`src/rtl/hack_pkg.sv`:
```
// Shared HACK definitions: loader state encoding and default memory geometry
// (the DEPTH constant is also used by the RAM16K wrapper).
package hack_pkg;

  localparam int unsigned HACK_ADDR_W = 15;
  localparam int unsigned HACK_DATA_W = 16;
  localparam int unsigned HACK_DEPTH  = 16384;

  typedef enum logic [1:0] {
    ST_IDLE  = 2'd0,
    ST_LOAD  = 2'd1,
    ST_DRAIN = 2'd2,
    ST_RUN   = 2'd3
  } load_state_t;

endpackage : hack_pkg

```
`src/rtl/hack_load_accum.sv`:
```
// Word counter and modular checksum accumulator for the program loader.
// Clear has priority over enable.
module hack_load_accum #(
  parameter int unsigned CNT_W  = 16,
  parameter int unsigned DATA_W = 16
) (
  input  logic              clk,
  input  logic              i_rst_n,
  input  logic              i_clr,
  input  logic              i_en,
  input  logic [DATA_W-1:0] i_data,
  output logic [CNT_W-1:0]  o_cnt,
  output logic [DATA_W-1:0] o_sum
);

  logic [CNT_W-1:0]  r_cnt;
  logic [DATA_W-1:0] r_sum;

  always_ff @(posedge clk or negedge i_rst_n) begin
    if (!i_rst_n) begin
      r_cnt <= '0;
      r_sum <= '0;
    end else if (i_clr) begin
      r_cnt <= '0;
      r_sum <= '0;
    end else if (i_en) begin
      r_cnt <= r_cnt + CNT_W'(1);
      r_sum <= r_sum + i_data;
    end
  end

  assign o_cnt = r_cnt;
  assign o_sum = r_sum;

endmodule : hack_load_accum

```
`src/rtl/hack_prog_loader.sv`:
```
// HACK program-load controller: streams words into instruction memory at a
// base address, holds the CPU in reset while loading, then hands over to the PC.
module hack_prog_loader
  import hack_pkg::*;
#(
  parameter int unsigned ADDR_W = HACK_ADDR_W,
  parameter int unsigned DATA_W = HACK_DATA_W,
  parameter int unsigned DEPTH  = HACK_DEPTH
) (
  input  logic              clk,
  input  logic              rst,
  input  logic              start,
  input  logic [ADDR_W-1:0] base_in,
  input  logic [ADDR_W:0]   len_in,
  input  logic              run,
  input  logic              abort,
  input  logic              cpu_rst_req,
  input  logic              s_valid,
  input  logic [DATA_W-1:0] s_data,
  output logic              s_ready,
  input  logic [ADDR_W-1:0] pc_in,
  output logic [ADDR_W-1:0] rom_addr,
  output logic [DATA_W-1:0] rom_data,
  output logic              rom_we,
  output logic              cpu_rst,
  output logic              busy,
  output logic              done,
  output logic              err,
  output logic [DATA_W-1:0] checksum,
  output logic [ADDR_W:0]   word_cnt
);

  localparam logic [ADDR_W+1:0] DEPTH_EXT = (ADDR_W+2)'(DEPTH);
  localparam logic [ADDR_W:0]   LEN_ONE   = (ADDR_W+1)'(1);

  load_state_t       r_state, w_state_nxt;
  logic [ADDR_W-1:0] r_base;
  logic [ADDR_W:0]   r_len;
  logic              r_err;
  logic              r_done;

  logic [ADDR_W+1:0] w_end;
  logic              w_range_ok;
  logic              w_start_en;
  logic              w_start_acc;
  logic              w_start_rej;
  logic              w_accept;
  logic              w_last;
  logic [ADDR_W:0]   w_cnt;
  logic [DATA_W-1:0] w_sum;

  // Range check is done two bits wider than the address so base+len cannot wrap.
  assign w_end       = {2'b00, base_in} + {1'b0, len_in};
  assign w_range_ok  = (w_end <= DEPTH_EXT) && ({1'b0, len_in} <= DEPTH_EXT);
  assign w_start_en  = start && ((r_state == ST_IDLE) || (r_state == ST_RUN));
  assign w_start_acc = w_start_en && w_range_ok;
  assign w_start_rej = w_start_en && !w_range_ok;

  assign w_accept = (r_state == ST_LOAD) && s_valid && !abort;
  assign w_last   = w_accept && (w_cnt == (r_len - LEN_ONE));

  hack_load_accum #(
    .CNT_W (ADDR_W + 1),
    .DATA_W(DATA_W)
  ) u_accum (
    .clk    (clk),
    .i_rst_n(rst),
    .i_clr  (w_start_acc),
    .i_en   (w_accept),
    .i_data (s_data),
    .o_cnt  (w_cnt),
    .o_sum  (w_sum)
  );

  always_ff @(posedge clk or negedge rst) begin
    if (!rst) begin
      r_state <= ST_IDLE;
    end else begin
      r_state <= w_state_nxt;
    end
  end

  always_comb begin
    w_state_nxt = r_state;
    unique case (r_state)
      ST_IDLE: begin
        if (w_start_acc) begin
          w_state_nxt = (len_in == '0) ? ST_DRAIN : ST_LOAD;
        end else if (run && !start) begin
          w_state_nxt = ST_RUN;
        end
      end
      ST_LOAD: begin
        if (abort) begin
          w_state_nxt = ST_IDLE;
        end else if (w_last) begin
          w_state_nxt = ST_DRAIN;
        end
      end
      ST_DRAIN: begin
        w_state_nxt = abort ? ST_IDLE : ST_RUN;
      end
      ST_RUN: begin
        if (w_start_acc) begin
          w_state_nxt = (len_in == '0) ? ST_DRAIN : ST_LOAD;
        end
      end
      default: w_state_nxt = ST_IDLE;
    endcase
  end

  always_ff @(posedge clk or negedge rst) begin
    if (!rst) begin
      r_base <= '0;
      r_len  <= '0;
      r_err  <= 1'b0;
      r_done <= 1'b0;
    end else begin
      r_done <= (r_state == ST_DRAIN) && !abort;
      if (w_start_acc) begin
        r_base <= base_in;
        r_len  <= len_in;
        r_err  <= 1'b0;
      end else if (w_start_rej) begin
        r_err  <= 1'b1;
      end
    end
  end

  assign s_ready  = (r_state == ST_LOAD);
  assign rom_we   = w_accept;
  assign rom_data = s_data;
  assign rom_addr = (r_state == ST_LOAD) ? (r_base + w_cnt[ADDR_W-1:0]) : pc_in;
  assign cpu_rst  = (r_state != ST_RUN) || cpu_rst_req;
  assign busy     = (r_state == ST_LOAD) || (r_state == ST_DRAIN);
  assign done     = r_done;
  assign err      = r_err;
  assign checksum = w_sum;
  assign word_cnt = w_cnt;

endmodule : hack_prog_loader

```
`config.mk`:
```
export PLATFORM = sky130hd
export DESIGN_NAME = hack_prog_loader
export DESIGN_NICKNAME = d
export VERILOG_FILES = /design/src/rtl/hack_pkg.sv /design/src/rtl/hack_load_accum.sv /design/src/rtl/hack_prog_loader.sv
export SDC_FILE = /design/constraint.sdc
export NUM_CORES = 1
export LEC_CHECK = 0
export CORE_ASPECT_RATIO = 0.9
export CORE_MARGIN = 2
export CORE_UTILIZATION = 45
export DETAILED_ROUTE_END_ITERATION = 12
export GPL_ROUTABILITY_DRIVEN = 1
export HOLD_SLACK_MARGIN = 0.02
export MAX_ROUTING_LAYER = met4
export PLACE_DENSITY = 0.83
export RECOVER_POWER = 100
export SYNTH_ARGS = -nofsm -noshare
export SYNTH_HDL_FRONTEND = slang
export SYNTH_SLANG_ARGS = --single-unit
```
`constraint.sdc`:
```
create_clock -name clk -period 2.8 [get_ports clk]
set_input_delay 0.42 -clock clk [delete_from_list [all_inputs] [get_ports clk]]
set_output_delay 0.42 -clock clk [all_outputs]
set_load 0.02 [all_outputs]
```
# [Yosys cells after proc, flatten, opt, wreduce, memory -nomap -nowiden]
# Cells that the tools add are included.
[word_totals] output_inout_bits=69 elab_cells=57 in_bits=69 regBits=67
[op_classes] n_mux=15 reduce_logical=20 n_eq_ne=8 n_lt_le_gt_ge=2 n_addsub=5
[ops] operator="two-way mux 16 bit" count=4
[ops] operator="adder 15 x 16 -> 17 bit" count=1
[ops] operator="less-or-equal comparator 17 x 15 -> 1 bit (second input constant)" count=1
[ops] operator="adder 16 x 1 -> 16 bit (second input constant)" count=1
[ops] operator="adder 16 bit" count=1
[ops] operator="== test 16 bit" count=1
[ops] operator="less-or-equal comparator 16 x 15 -> 1 bit (second input constant)" count=1
[ops] operator="zero test 16 bit" count=1
[ops] operator="subtractor 16 x 1 -> 16 bit (second input constant)" count=1
[ops] operator="adder 15 bit" count=1
[ops] operator="two-way mux 15 bit" count=1
[ops] operator="two-way mux 2 bit" count=7
[ops] operator="logical AND 1 bit" count=9
[ops] operator="case mux 2 bit (4 select lines)" count=1
[ops] operator="== test 2 bit (second input constant)" count=2
[ops] operator="nonzero test 2 bit" count=2
[ops] operator="zero test 1 bit" count=3
[ops] operator="logical OR 1 bit" count=3
[ops] operator="!= test 3 x 1 -> 1 bit (second input constant)" count=1
[ops] operator="!= test 3 x 2 -> 1 bit (second input constant)" count=1
[ops] operator="AND reduction 3 bit" count=1
[ops] operator="== test 2 x 1 -> 1 bit (second input constant)" count=1
[ops] operator="zero test 2 bit" count=1
[ops] operator="two-way mux 1 bit" count=2
[ops] operator="other kinds (2)" count=2

# [Longest topological paths before layout]
[depth] ltp_word=7 ltp_mapped=12 mapped_depth_nobuf=12

# [Cells and area by module]
# Synthesis repeated with hierarchy kept, for this count alone.
[unflattened] hier_cells=672 area_unflattened_um2=6010.8
[modules_own_cells] module="hack_prog_loader" n_inst=1 seq_area_each_um2=875.8 area_per_inst_um2=3928.8 cells_per_inst=445
[modules_own_cells] module="hack_load_accum" n_inst=1 seq_area_each_um2=800.8 area_per_inst_um2=2082.0 cells_per_inst=227

# [Least setup slack after synthesis]
# OpenSTA, ideal clock, no wires.
[synth_path] kind="in2reg" start="input port base_in[0]" end="register r_base[0]" slack_ns=-0.474 required_ns=2.675 arrival_time_ns=3.150 path_buffers=1 cell_stages=11 setup_time_ns=0.125 cell_sequence="ha_1 -> fa_1 -> a211oi_1 -> nor2_1 -> xor2_1 -> or4_1 -> nor4_1 -> nand4_1 -> a21oi_4 -> buf_6 -> mux2_2"
[synth_between] elab_chain_len=4
[synth_rtl] item="start: declaration" line="hack_prog_loader.sv:13" rtl="input logic [ADDR_W-1:0] base_in,"
[synth_rtl] item="adder 15 x 16 -> 17 bit" line="hack_prog_loader.sv:53" rtl="assign w_end = {2'b00, base_in} + {1'b0, len_in};"
[synth_rtl] item="less-or-equal comparator 17 x 15 -> 1 bit" line="hack_prog_loader.sv:54" rtl="assign w_range_ok = (w_end <= DEPTH_EXT) && ({1'b0, len_in} <= DEPTH_EXT);"
[synth_rtl] item="logical AND 1 bit" line="hack_prog_loader.sv:54"
[synth_rtl] item="logical AND 1 bit" line="hack_prog_loader.sv:56" rtl="assign w_start_acc = w_start_en && w_range_ok;"
[synth_rtl] item="end signal: assignment" line="hack_prog_loader.sv:121" rtl="r_base <= base_in;"
[synth_rtl] item="end: declaration" line="hack_prog_loader.sv:37" rtl="logic [ADDR_W-1:0] r_base;"
# Parallel ways exist; a longest one is shown, timed or not.
# A chain may end at the register's enable or synchronous reset.

# [Worst setup path after layout]
[layout_path] start="register r_base[0]" end="output port rom_addr[14]"
[layout_between] elab_chain_len=2
[layout_rtl] item="adder 15 bit" line="hack_prog_loader.sv:133" rtl="assign rom_addr = (r_state == ST_LOAD) ? (r_base + w_cnt[ADDR_W-1:0]) : pc_in;"
[layout_rtl] item="two-way mux 15 bit" line="hack_prog_loader.sv:133"
[layout_rtl] item="end: declaration" line="hack_prog_loader.sv:22" rtl="output logic [ADDR_W-1:0] rom_addr,"
# No other way between the ends.

==> summary.md <==
| Metric | Value |
|---|---|
| Result of the run | `complete, but fails checks` |
| Violations in the final reports | `negative setup slack` |
| Number of top-level design ports | `138` |
| Layout area overhead | `66.8%` |
| Sequential cell area fraction in the yosys report | `0.304` |
| Worst max-slew margin expressed relative to the limit | `0.0363` |
| Die span in x | `121 um` |
| Final setup margin | `-0.486 ns` |
| Synth area leader | `dfrtp_1` |
| Post-place instance area | `7880 um2` |
| TritonCTS clock tree | `built` |
| Routed wirelength normalized by instance count | `20.9 um` |
| Final hold violations | `0` |
| Detailed Route Iter0 Violations | `532` |
| Fraction of layout instances using a drive strength above 1 | `0.354` |
| Clock H-tree levels | `3` |
| CTS clk-pin slew, worst paths | `0.06 ns` |
| Core area | `12000 um2` |
| Average cell area after synthesis | `9.09 um2` |
| IO buf count | `137` |
| Commonest cells post-synth | `dfrtp_1 (67), nor2_1 (58), ha_1 (51)` |
| Reported leakage power | `4.18 nW` |
| Total die area | `13200 um2` |
| Most repeated cell in the gate-level netlist after synthesis | `dfrtp_1` |
| Nets | `994` |
| Starting density of the core | `0.459` |
| Required time of the critical path | `2.38 ns` |
| Antenna Diode Count | `0` |
| Clock period minus worst slack | `3.29 ns` |
| Power consumption | `7.94 mW` |
| Final Wtd Congestion | `0.940` |
| Slew at the pin closest to its max-slew limit | `1.45 ns` |
| Row count | `38` |
| Final period utilization | `1.17` |
| Number of enable flip-flop cells after synthesis | `0` |
| Synthesized Nets | `730` |
| Minimum setup slack after placement | `-1.20 ns` |
| Peak VDD IR | `0.678 mV` |
| Clock net sink count | `67` |
| DRC Markers | `0` |
| Highest achievable clock rate | `0.304 GHz` |
| Clock buffers created by TritonCTS | `9` |
| Leading cell types by total area after synthesis | `dfrtp_1 (30%), ha_1 (12%), mux2_2 (8.6%), xnor2_1 (5.9%), xor2_1 (4.3%)` |
| Netlist area before placement | `5520 um2` |
| Data arrival time at the worst-slack endpoint | `2.87 ns` |
| Setup crit end kind | `output pin` |
| Insertion delay of the later-clocked pin in the worst-skew pair | `0.34 ns` |
| Finished Core Util | `0.765` |
| Fraction of synthesized cell area taken by the top area cell type | `0.304` |
| Detail-routed via count per cell | `5.96` |
| First-pass GRT wire length | `33.7 mm` |
| RSZ-0062 raised after global routing | `yes` |
| Power Density | `863 nW/um2` |
| Antenna-violating nets left | `0` |
| Total non-filler cell area in the finished layout | `9200 um2` |
| Final setup skew | `0.0104 ns` |
| Post-DP HPWL | `13.7 mm` |
| Synth async-reset ratio | `1.00` |
| Maximum capacitance violations | `0` |
| Total number of vias | `6175` |
| Final total negative setup slack | `-26.55 ns` |
| Most used flip-flop cell after synthesis | `dfrtp_1` |
| Die height | `109 um` |
| Post-Route Hold Slack | `0.410 ns` |
| Number of register bits inferred by synthesis | `67` |
| Count of placed standard cells including taps | `992` |
| Root buffer cell | `clkbuf_16` |
| Unique masters post-synth | `57` |
| Clock buffer depth | `2` |
| Number of antenna violations at the first check in global routing | `0` |
| Class of the tightest hold or removal check | `in2async` |
| Post-route insts no fill | `1036` |
| Worst setup SP type | `flip-flop` |
| Worst-path fanout max | `2` |
| Initial DRT Pass Iterations | `6` |
| Hold_buf cts | `0` |
| Gate count of the mapped netlist | `607` |
| Global-route usage over all layers | `0.337` |
| # fillers | `700` |
| Number of slew-limit violations in the final report | `0` |
| Critical Setup Path Class | `reg2out` |
| Final WL | `21.6 mm` |
| Number of global-route vias before repair | `6405` |
| Residual overflow from global routing | `0` |
| Number of warnings printed during yosys synthesis | `0` |
| Pin count of the biggest net entering global routing | `42` |
| Number of setup violations in the final report | `76` |
[state kept, by name, indices dropped and copies added (netlist names)]
register,flops
r_len,16
u_accum.o_sum,16
r_state,2
done,1
err,1
u_accum.o_cnt,16
r_base,15
[per-layer routing]
layer	track usage	vias up	share of wire
met5	-	-	0
met4	0.125	0	0.039
met3	0.0528	91	0.067
met2	0.589	334	0.51
met1	0.395	3055	0.39
li1	-	2695	-
[cell families after synthesis]
group / count (synthesis) / synth area share
buf+inv: 57 / 0.0560
fa+ha+maj: 54 / 0.127
mux: 47 / 0.0948
compound gates: 141 / 0.164
flops: 67 / 0.304
simple gates: 177 / 0.153
xor+xnor: 64 / 0.102
[report_power, final]
group	total [mW]	internal [mW]	switching, mW
Clock	1.16	0.717	0.445
Combinational	4.97	2.56	2.41
Sequential	1.81	1.35	0.466
Total	7.94	4.62	3.33
[area by class of cell]
type,instances,area (um2),share of cell area
multi-input cells,483,4210,0.458
inverters,25,93.8,0.0102
repair buffers,285,2710,0.294
well taps,160,200,0.0218
clock inverters,5,62.6,0.00680
clock buffers,11,243,0.0264
flip-flops and latches,67,1680,0.182
[worst max-delay path, cell delays in order (launching register included)]
cell and delay (ns):
dfrtp_1 0.43, ha_4 0.18, inv_2 0.05, fa_2 0.21, nor2b_2 0.06, o21ai_2 0.21
a21boi_2 0.12, o21ai_4 0.24, o21ai_2 0.09, o41a_1 0.36, a31oi_1 0.20, xnor2_1 0.12
a21oi_2 0.14, buf_6 0.13
[path summary, 6_finish.rpt]
path | end | cells after the start | slack (ns) | from
max | rom_addr[14] | 13 | -0.49 | r_base[0]
min | u_accum.o_sum[14] | 1 | 0.41 | rst
max reg2reg | r_state[0] | 12 | -0.18 | r_len[1]
min reg2reg | r_base[11] | 1 | 0.54 | r_base[11]
max in group asynchronous | u_accum.o_cnt[1] | 2 | 0.55 | rst
min in group clk | r_base[0] | 3 | 0.43 | base_in[0]
[what timing repair did]
item	CTS	global route
pin swaps	43	27
cloned	10	0
endpoints found under the setup margin	79	79
resized for setup	197	65
buffers inserted	21	9
[cell usage in the layout, fill, tap and decap left out, types with 22 or more instances in the layout]
master and count:
buf_4 124, dfrtp_1 65, clkdlybuf4s50_1 54, dlygate4sd3_1 52
nand2_1 41, ha_1 40, nor2_1 37, mux2_4 35
xnor2_1 34, a21oi_1 29, xor2_1 26, inv_1 22
Power figures use the tool's default switching activity.
